`src/rtl/cpu_pkg.sv`:
```
// Shared encodings for the 4-bit CPU control path: opcodes, ALU selects,
// accumulator sources and sequencer states.
package cpu_pkg;

  localparam logic [3:0] OP_NOP    = 4'h0;
  localparam logic [3:0] OP_ADD    = 4'h1;
  localparam logic [3:0] OP_SUB    = 4'h2;
  localparam logic [3:0] OP_RSUB   = 4'h3;
  localparam logic [3:0] OP_NEGSUM = 4'h4;
  localparam logic [3:0] OP_AND    = 4'h5;
  localparam logic [3:0] OP_OR     = 4'h6;
  localparam logic [3:0] OP_XOR    = 4'h7;
  localparam logic [3:0] OP_LDI    = 4'h8;
  localparam logic [3:0] OP_LDM    = 4'h9;
  localparam logic [3:0] OP_STA    = 4'hA;
  localparam logic [3:0] OP_JMP    = 4'hB;
  localparam logic [3:0] OP_JZ     = 4'hC;
  localparam logic [3:0] OP_RSV_D  = 4'hD;
  localparam logic [3:0] OP_RSV_E  = 4'hE;
  localparam logic [3:0] OP_HLT    = 4'hF;

  typedef enum logic [2:0] {
    ALU_PASS   = 3'b000,
    ALU_ADD    = 3'b001,
    ALU_SUB    = 3'b010,
    ALU_RSUB   = 3'b011,
    ALU_NEGSUM = 3'b100,
    ALU_AND    = 3'b101,
    ALU_OR     = 3'b110,
    ALU_XOR    = 3'b111
  } alu_op_e;

  typedef enum logic [1:0] {
    ACC_SEL_X   = 2'b00,
    ACC_SEL_IMM = 2'b01,
    ACC_SEL_MEM = 2'b10
  } acc_sel_e;

  // HALT needs its own encoding internally but shares debug code 11 with WRITEBACK.
  typedef enum logic [2:0] {
    ST_FETCH     = 3'd0,
    ST_DECODE    = 3'd1,
    ST_EXECUTE   = 3'd2,
    ST_WRITEBACK = 3'd3,
    ST_HALT      = 3'd4
  } state_e;

  function automatic logic [1:0] state_dbg(input state_e s);
    return (s == ST_HALT) ? 2'b11 : s[1:0];
  endfunction

  function automatic logic is_alu_op(input logic [3:0] op);
    return (op[3] == 1'b0) && (op != OP_NOP);
  endfunction

endpackage

```
`src/rtl/cpu_instr_decode.sv`:
```
// Combinational instruction decoder: maps the latched opcode and sequencer
// state onto ALU, accumulator, data-memory and PC-load controls.
module cpu_instr_decode
  import cpu_pkg::*;
(
  input  logic [3:0] opcode_i,
  input  state_e     state_i,
  input  logic       acc_zero_i,
  output logic [2:0] alu_op_o,
  output logic [1:0] acc_sel_o,
  output logic       acc_load_o,
  output logic       data_rd_o,
  output logic       data_we_o,
  output logic       pc_load_o,
  output logic       halt_o
);

  logic alu_op;

  assign alu_op = is_alu_op(opcode_i);

  always_comb begin
    alu_op_o   = ALU_PASS;
    acc_sel_o  = ACC_SEL_X;
    acc_load_o = 1'b0;
    data_rd_o  = 1'b0;
    data_we_o  = 1'b0;
    pc_load_o  = 1'b0;
    halt_o     = 1'b0;
    unique case (state_i)
      ST_EXECUTE: begin
        if (alu_op) alu_op_o = opcode_i[2:0];
        data_rd_o = alu_op || (opcode_i == OP_LDM);
        data_we_o = (opcode_i == OP_STA);
        pc_load_o = (opcode_i == OP_JMP) || ((opcode_i == OP_JZ) && acc_zero_i);
        halt_o    = (opcode_i == OP_HLT);
      end
      ST_WRITEBACK: begin
        if (alu_op) begin
          alu_op_o   = opcode_i[2:0];
          acc_sel_o  = ACC_SEL_X;
          acc_load_o = 1'b1;
        end else if (opcode_i == OP_LDI) begin
          acc_sel_o  = ACC_SEL_IMM;
          acc_load_o = 1'b1;
        end else if (opcode_i == OP_LDM) begin
          acc_sel_o  = ACC_SEL_MEM;
          acc_load_o = 1'b1;
        end
      end
      default: ;
    endcase
  end

endmodule

```
`src/rtl/cpu_control_unit.sv`:
```
// Instruction sequencer: FETCH/DECODE/EXECUTE/WRITEBACK FSM with PC and IR;
// all datapath strobes are Moore outputs from the registered state and IR.
module cpu_control_unit
  import cpu_pkg::*;
#(
  parameter int ADDR_W = 4,
  parameter int DATA_W = 4
) (
  input  logic              CLK,
  input  logic              RST,
  output logic [ADDR_W-1:0] INSTR_ADDR,
  input  logic [3+ADDR_W:0] INSTR_DATA,
  output logic [ADDR_W-1:0] DATA_ADDR,
  output logic              DATA_RD,
  output logic              DATA_WE,
  input  logic              ACC_ZERO,
  output logic [2:0]        ALU_OP,
  output logic [1:0]        ACC_SEL,
  output logic [DATA_W-1:0] IMM,
  output logic              ACC_LOAD,
  output logic              HALTED,
  output logic [1:0]        STATE
);

  state_e            state_q, state_d;
  logic [ADDR_W-1:0] pc_q, pc_d;
  logic [3+ADDR_W:0] ir_q, ir_d;
  logic [3:0]        opcode;
  logic [ADDR_W-1:0] operand;
  logic              pc_load;
  logic              halt_go;

  assign opcode  = ir_q[3+ADDR_W -: 4];
  assign operand = ir_q[ADDR_W-1:0];

  cpu_instr_decode u_decode (
    .opcode_i   (opcode),
    .state_i    (state_q),
    .acc_zero_i (ACC_ZERO),
    .alu_op_o   (ALU_OP),
    .acc_sel_o  (ACC_SEL),
    .acc_load_o (ACC_LOAD),
    .data_rd_o  (DATA_RD),
    .data_we_o  (DATA_WE),
    .pc_load_o  (pc_load),
    .halt_o     (halt_go)
  );

  always_ff @(posedge CLK or posedge RST) begin
    if (RST) begin
      state_q <= ST_FETCH;
      pc_q    <= '0;
      ir_q    <= '0;
    end else begin
      state_q <= state_d;
      pc_q    <= pc_d;
      ir_q    <= ir_d;
    end
  end

  always_comb begin
    state_d = state_q;
    pc_d    = pc_q;
    ir_d    = ir_q;
    unique case (state_q)
      ST_FETCH:  state_d = ST_DECODE;
      ST_DECODE: begin
        // Program memory data arrives one cycle after the FETCH address.
        ir_d    = INSTR_DATA;
        pc_d    = pc_q + ADDR_W'(1);
        state_d = ST_EXECUTE;
      end
      ST_EXECUTE: begin
        if (pc_load) pc_d = operand;
        state_d = halt_go ? ST_HALT : ST_WRITEBACK;
      end
      ST_WRITEBACK: state_d = ST_FETCH;
      ST_HALT:      state_d = ST_HALT;
      default:      state_d = ST_FETCH;
    endcase
  end

  assign INSTR_ADDR = pc_q;
  assign DATA_ADDR  = operand;
  assign IMM        = ir_q[DATA_W-1:0];
  assign HALTED     = (state_q == ST_HALT);
  assign STATE      = state_dbg(state_q);

endmodule

```
`config.mk`:
```
export PLATFORM = sky130hd
export DESIGN_NAME = cpu_control_unit
export DESIGN_NICKNAME = d
export VERILOG_FILES = /design/src/rtl/cpu_pkg.sv /design/src/rtl/cpu_instr_decode.sv /design/src/rtl/cpu_control_unit.sv
export SDC_FILE = /design/constraint.sdc
export NUM_CORES = 1
export LEC_CHECK = 0
export ABC_AREA = 1
export ABC_CLOCK_PERIOD_IN_PS = 1250
export CAP_MARGIN = 20
export CORE_MARGIN = 5
export CORE_UTILIZATION = 39
export DETAILED_ROUTE_END_ITERATION = 8
export PLACE_DENSITY = 0.74
export SYNTH_ARGS = -nofsm -noshare
export SYNTH_HDL_FRONTEND = slang
export SYNTH_HIERARCHICAL = 1
export SYNTH_SLANG_ARGS = --single-unit
```
`constraint.sdc`:
```
create_clock -name CLK -period 1.25 [get_ports CLK]
set_clock_uncertainty 0.1 [all_clocks]
set_input_delay 0.25 -clock CLK [delete_from_list [all_inputs] [get_ports CLK]]
set_output_delay 0.25 -clock CLK [all_outputs]
set_load 0.05 [all_outputs]
```
# After elaboration in Yosys (flattened, before gate mapping)
# Index checks and enable logic that the tools add are counted.
# totals
regBits,15
latch_bits,0
ram_bits,0
romBits,0
in_bits,11
output_inout_bits,23
wordCells,44
n_memories,0
# classes
addsub,1
multipliers,0
div,0
magnitude_cmp,0
eq_ne,11
n_shift,0
n_mux,19
bitwise_logic,1
reduce_logical,9
# op_table
operator,count
== test 4 bit (second input constant),6
one-hot mux 3 bit (4 select lines),1
2-to-1 mux 2 bit,5
2-to-1 mux 3 bit,3
2-to-1 mux 1 bit,8
one-hot mux 4 bit (2 select lines),1
== test 3 x 2 -> 1 bit (second input constant),2
adder 4 x 1 -> 4 bit (second input constant),1
2-to-1 mux 4 bit,1
nonzero test 4 bit,1
== test 3 x 1 -> 1 bit (second input constant),1
== test 3 bit (second input constant),1
zero test 3 bit,1
logical AND 1 bit,2
logical OR 1 bit,2
inequality test 2 bit (second input constant),1
AND reduction 2 bit,1
nonzero test 2 bit,1
OR reduction 2 bit,1
inverter 1 bit,1

# Depth between registers and ports, before layout
# Gate-level depths: netlist of the first run.
# depth
word_depth,6
depth_mapped,9
mapped_depth_nobuf,9

# Hierarchy
# Netlist of the first run, hierarchy kept.
# by_module_without_submodules
module,n_inst,cells_per_inst,area_each_um2,seq_area_each_um2
cpu_control_unit,1,95,778.2,375.4
cpu_instr_decode,1,34,176.4,0.0

# Least setup slack after synthesis of the first run
# Ideal clock, no wire load.
# synth_timing
kind,register to output
from,reg state_q[2]
to,out STATE[0]
t_arrival_ns,2.098
t_required_ns,0.900
path_slack_ns,-1.198
path_stages_with_launch,4
path_buffers,0
cell_sequence,dfrtp_1 inv_1 nor3_1 or2_2
# synth_via
elab_chain_cells,2
# synth_rtl
item,line,source
from (decl),cpu_control_unit.sv:25,"state_e state_q, state_d;"
from (signal assigned),cpu_control_unit.sv:55,state_q <= state_d;
== test 3 bit,n/a,
net HALTED,cpu_control_unit.sv:21,"output logic HALTED,"
2-to-1 mux 2 bit,cpu_pkg.sv:49,return (s == ST_HALT) ? 2'b11 : s[1:0];
to (decl),cpu_control_unit.sv:22,output logic [1:0] STATE
# The timed path passes the listed nets, and every way through them passes these cells.

# Worst setup path after layout of the first run
# layout_timing
from,reg ir_q[7]
to,out ALU_OP[2]
# layout_via
elab_chain_cells,4
elab_cells_between_ends,5
classes_between,2 x mux; 1 x bitwise; 2 x reduce/logical
# layout_rtl
item,line,source
from (decl),cpu_control_unit.sv:27,"logic [3+ADDR_W:0] ir_q, ir_d;"
from (signal assigned),cpu_control_unit.sv:57,ir_q <= ir_d;
nonzero test 4 bit or inverter 1 bit (tied branches),cpu_pkg.sv:53,return (op[3] == 1'b0) && (op != OP_NOP);
logical AND 1 bit (*),cpu_pkg.sv:53,
2-to-1 mux 3 bit (*),"cpu_instr_decode.sv:32, cpu_instr_decode.sv:39",
2-to-1 mux 3 bit (*),n/a,
to (decl),cpu_control_unit.sv:17,"output logic [2:0] ALU_OP,"
# Every way passes the cells marked *; elsewhere a longest branch is shown, timed or not.

==> impl_metrics.ini, run 1 <==
[final_layout]
final_nets = 206
drive_gt1_share_pct = 64.2
antennaDiodeCount = 0
finalInstanceArea_mm2 = 0.00209
final_util_pct = 86.8
layoutNonFillerInstCount = 223
area_growth_pct = 119

[sta]
min_period_over_period_pct = 141
finalSetupViolCount = 36
fin_ws_ns = -0.507
worstMarginPinSlew_ns = 0.287
fin_tns_setup_ns = -10.30
rsz0062_at_grt = yes
period_needed_ns = 1.76
hold_violations = 0
holdWs_ns = 0.203
slew_violations = 0
timing.fmax_mhz = 569
slew_headroom_pct = 80.7

[floorplanning]
start_util_pct = 39.6
num_io_pins = 34
core_area_mm2 = 0.00241
fp.dieW_um = 59.5
fp.dieH_um = 59.5
rows = 18
die_area_mm2 = 0.00354

[clock_tree]
clkLatencyLatePin_ns = 0.28
clockBufferDepth = 2
cts_hold_buffers = 0
clock_tree.root_cell = clkbuf_4
path_clk_slew_ns = 0.09
tritoncts = built
cts.sinks = 15
htreeDepth = 1
cts_made_buffers = 3

[power_and_ir_drop]
powerDensity_mw_per_mm2 = 3180
power_mw = 6.66
p_seq_share_pct = 16.7
clock_power_share_pct = 4.2
p_int_mw = 3.36
peakVddDrop_v = 0.00284
combPwrFrac_pct = 79.2
switching_share_pct = 49.6
p_sw_mw = 3.30
leakage_nw = 0.980

[grt]
antenna_found_initial = 0
grt.total_usage_pct = 21.0
grt_pass1_vias = 1188
gr-total-overflow = 0
grt_max_degree = 16
grt_pass1_wl_mm = 5.55

[yosys]
synth-edff-count = 0
synth_area_leader_cell = dfrtp_1
synth.area.top_cells = dfrtp_1, nand2_1, inv_1, buf_4, nand3_1
async_flop_share_pct = 100
synth_common_cells = nand2_1, inv_1, dfrtp_1
synthFlopType = dfrtp_1
avgSynthCellArea_um2 = 7.40
synth.yosys.seq_area_share_pct = 39.3
ys_ff_latch = 15
synth.top_cell.area_share_pct = 39.3
ys_warn_count = 6
synth.most_common_cell = nand2_1
synth_cells = 129
synth_area_um2 = 955
ys_types = 23
syn_nets = 141

[detailed_routing]
drc = 0
wl_per_cell_um = 17.1
num_vias = 1138
drt_iter0_markers = 61
postRouteAntennaNets = 0
firstDrtPassIters = 4
vias_per_cell = 5.10
drt_wl_total_mm = 3.82

[run_status]
violations = setup timing
status = complete, but fails checks

[worst_setup_path]
cp.depth = 4
crit_required_ns = 0.90
critPathTopFamily = buffers and inverters
slowest_delay_ns = 0.45
reg2reg_depth = 10
cp_slowest_cell = dfrtp_1
worstPathArrival_ns = 1.41
critPathKind = register to primary output
crit_chain = buf_6, buf_4, nor4_4, buf_12
startpoint_type = register
rrSetupSlack_ns = -0.50
critPathMaxFanout = 3
endpoint_kind = primary output
worst-path-buf-inv = 3

[placed_design]
dp.cells = 197
place_area_mm2 = 0.00173
pre_cts_ws_ns = -0.271
gp_congestion = 0.815
port_buffers = 33
dp_hpwl_mm = 1.97

[min_path]
min_path_type = input pin to asynchronous set/reset pin

[flow_run]
max_cap_viol_count = 0
[logic make-up (layout without fill, tap and decap cells)]
| kind of cell | count (synthesis) | after routing | synth area share [%] |
|---|---|---|---|
| AO/OA/AOI/OAI | 16 | 16 | 9.44 |
| XOR/XNOR | 1 | 1 | 0.918 |
| adder cells (fa/ha/maj) | 1 | 1 | 1.31 |
| buffers and inverters | 33 | 97 | 16.9 |
| flip-flops | 15 | 15 | 39.3 |
| AND/OR/NAND/NOR | 63 | 63 | 32.1 |
[cells in the final DEF, fill, tap and decap left out]
cell type,count
a21oi_1,1
a21oi_2,1
a21oi_4,3
buf_12,25
buf_16,2
buf_4,24
buf_6,8
clkbuf_1,1
clkbuf_4,3
clkdlybuf4s50_1,10
dfrtp_1,1
dfrtp_2,14
ha_1,1
inv_1,16
inv_2,5
inv_4,3
nand2_1,25
nand2_2,7
nand2_4,4
nand3_1,6
nand3_2,1
nand3_4,2
nand4_1,2
nor2_2,3
nor2_4,10
nor3_4,1
nor4_4,1
o21ai_0,1
o21ai_1,3
o21ai_2,6
o21bai_1,1
or2_4,1
xor2_1,1
[state kept, by name, summed over array words and instances (netlist names)]
signal / count
state_q: 3
ir_q: 8
INSTR_ADDR: 4
[worst paths after layout]
path / from / to
worst min-delay path: RST / ir_q[7]
max in group asynchronous: RST / INSTR_ADDR[2]
worst max-delay path: ir_q[7] / ALU_OP[2]
worst max register to register: ir_q[7] / INSTR_ADDR[0]
worst min register to register: ir_q[0] / ir_q[0]
min in group CLK: INSTR_DATA[4] / ir_q[4]
[layout make-up]
class	instances	area, µm²
timing repair buffer	69	926
inverter	24	97.6
multi-input combinational	81	612
sequential	15	393
tap	30	37.5
clock buffer	4	26.3
fill	94	318
[worst min-delay path: cells and delay by family]
kind	cells	cell delay, ns
buf+inv	3	0.72
[power by group through the flow]
stage	Sequential, mW	Clock, mW	Combinational [mW]
after global routing	1.14	0.310	5.53
after CTS	1.08	0.275	4.79
after detailed placement	1.08	0	4.07
final	1.11	0.278	5.27
after floorplan	1.22	0	2.23
after global placement	1.07	0	4.00
[metal layers]
metal | vias to the layer above | GRT usage (%) | routed length [µm] | share of wire (%)
met5 | - | 0 | 0 | 0
li1 | 519 | - | - | -
met2 | 56 | 37.3 | 2100 | 55
met1 | 549 | 22.9 | 1340 | 35
met4 | 0 | 8.74 | 159 | 4.2
met3 | 14 | 6.32 | 212 | 5.6
[what timing repair did]
item / CTS / global route
gates resized for setup: 31 / 11
pin swaps: 10 / 14
endpoints found under the setup margin: 37 / 37
setup buffers: 10 / 11
gates cloned: 2 / 0
(Power assumes the default switching activity.)
==> run 2, diff against run 1 <==
--- a/config.mk
+++ b/config.mk
@@ -11,7 +11,9 @@
 export CORE_MARGIN = 5
 export CORE_UTILIZATION = 39
 export DETAILED_ROUTE_END_ITERATION = 8
+export GPL_ROUTABILITY_DRIVEN = 1
 export PLACE_DENSITY = 0.74
+export RECOVER_POWER = 25
 export SYNTH_ARGS = -nofsm -noshare
 export SYNTH_HDL_FRONTEND = slang
 export SYNTH_HIERARCHICAL = 1
==> run 2 against run 1 <==
Against the previous run:
- count of clock-buffer cells in the layout stayed put
- sequential cell count stayed put
- largest power group unchanged
- the flow still finishes with violations (setup timing)
- sequential power hardly changed
- via count is 1.3% lower
- utilization is 0.10 points lower
- highest routed layer unchanged
==> impl_metrics.ini, run 2 (synthesis results as in run 1) <==
[run_status]
status = complete, but fails checks
violations = setup timing

[clock_tree]
cts.sinks = 15
clockBufferDepth = 2
clkLatencyLatePin_ns = 0.28
clock_tree.root_cell = clkbuf_4
tritoncts = built
path_clk_slew_ns = 0.09
cts_made_buffers = 3
htreeDepth = 1
cts_hold_buffers = 0

[min_path]
hold_depth = 3
min_path_type = input pin to register

[detailed_routing]
wl_per_cell_um = 17.1
drc = 0
postRouteAntennaNets = 0
drt_iter0_markers = 46
vias_per_cell = 5.04
firstDrtPassIters = 4
num_vias = 1123
drt_wl_total_mm = 3.81

[final_layout]
final_nets = 206
top_register = ir_q
largest_register_ffs = 8
area_growth_pct = 119
layoutNonFillerInstCount = 223
drive_gt1_share_pct = 64.2
final_cell_mix = nand2_1, buf_12, buf_4
antennaDiodeCount = 0

[sta]
period_needed_ns = 1.77
finalSetupViolCount = 36
fin_ws_ns = -0.517
slew_headroom_pct = 72.1
rsz0062_at_grt = yes
hold_violations = 0
worstMarginPinSlew_ns = 0.419
timing.fmax_mhz = 566
min_period_over_period_pct = 141
slew_violations = 0

[worst_setup_path]
startpoint_type = register
cp_slowest_cell = dfrtp_1
critPathKind = register to primary output
worstPathArrival_ns = 1.42
cp.depth = 5
crit_required_ns = 0.90
reg2reg_depth = 10
critPathMaxFanout = 4
worst-path-buf-inv = 2
endpoint_kind = primary output
slowest_delay_ns = 0.45
crit_chain = inv_4, nor2_4, nand2_4, a21oi_4, buf_12
critPathTopFamily = flip-flops

[power_and_ir_drop]
leakage_nw = 0.980
power_mw = 6.66
peakVddDrop_v = 0.00284
powerDensity_mw_per_mm2 = 3190

[floorplanning]
rows = 18
fp.dieW_um = 59.5
num_io_pins = 34
start_util_pct = 39.6
fp.dieH_um = 59.5
core_area_mm2 = 0.00241
die_area_mm2 = 0.00354

[grt]
met3_usage_pct = 6.32
grt_pass1_wl_mm = 5.55
use_met2_pct = 37.3
grt_pass1_vias = 1188
grt.busiest_layer = met2
gr-usage-met1_pct = 22.9
grt.total_usage_pct = 21.0
antenna_found_initial = 0
grt_max_degree = 16
gr-total-overflow = 0

[placed_design]
gp_congestion = 0.815
pre_cts_ws_ns = -0.271
dp.cells = 197
dp_hpwl_mm = 1.97
port_buffers = 33

[flow_run]
max_cap_viol_count = 0
run 2: cell count changes in the layout (fill, tap and decap cells not counted), sizes merged:
cell           before  now
clkdlybuf4s50      10    9
dlygate4sd3         0    1
buf                59   58
clkbuf              4    5
run 2: metrics by stage:
stage	utilization (%)	instance area (µm²)	setup TNS [ns]	hold slack, ns
floorplan	-	1080	-2.69	0.0511
global placement	71.8	1730	-2.52	0.448
detailed placement	71.8	1730	-2.96	0.467
finish	86.7	2090	-10.35	0.388
global route	86.7	2090	-12.10	0.395
CTS	81.9	1970	-8.47	0.184
run 2: final timing paths:
path	startpoint	to	slack, ns
worst max-delay path	ir_q[7]	DATA_RD	-0.52
worst min-delay path	INSTR_DATA[4]	ir_q[4]	0.39
worst max register to register	ir_q[7]	INSTR_ADDR[0]	-0.50
worst min register to register	ir_q[0]	ir_q[0]	0.51
max in group asynchronous	RST	INSTR_ADDR[2]	0.32
min in group asynchronous	RST	ir_q[7]	0.40
run 2: per-layer routing:
metal,wire length [µm],vias to the layer above
met5,0,-
met4,159,0
met3,211,14
met2,2080,55
met1,1350,534
li1,-,520
run 2: area by class of cell:
class | count | area [µm²]
inverters | 24 | 97.6
well taps | 30 | 37.5
clock buffers | 4 | 26.3
fillers | 95 | 320
repair buffers | 69 | 923
multi-input cells | 81 | 612
flip-flops and latches | 15 | 393
run 2: where the power goes:
group	total, mW	internal (mW)	leakage, nW	switching (mW)
Clock	0.278	0.124	0.0150	0.154
Sequential	1.11	0.747	0.166	0.364
Combinational	5.27	2.48	0.799	2.79
Total	6.66	3.36	0.980	3.30
run 2: what timing repair did:
item	4_1_cts	5_1_grt
gates cloned	2	0
resized for setup	31	11
pin swaps	10	14
buffers inserted	10	11
setup endpoints to repair	37	37
run 2: tightest hold or removal path, stage by stage:
cell and delay [ns]:
clkdlybuf4s50_1 0.39, inv_1 0.05, o21ai_1 0.06
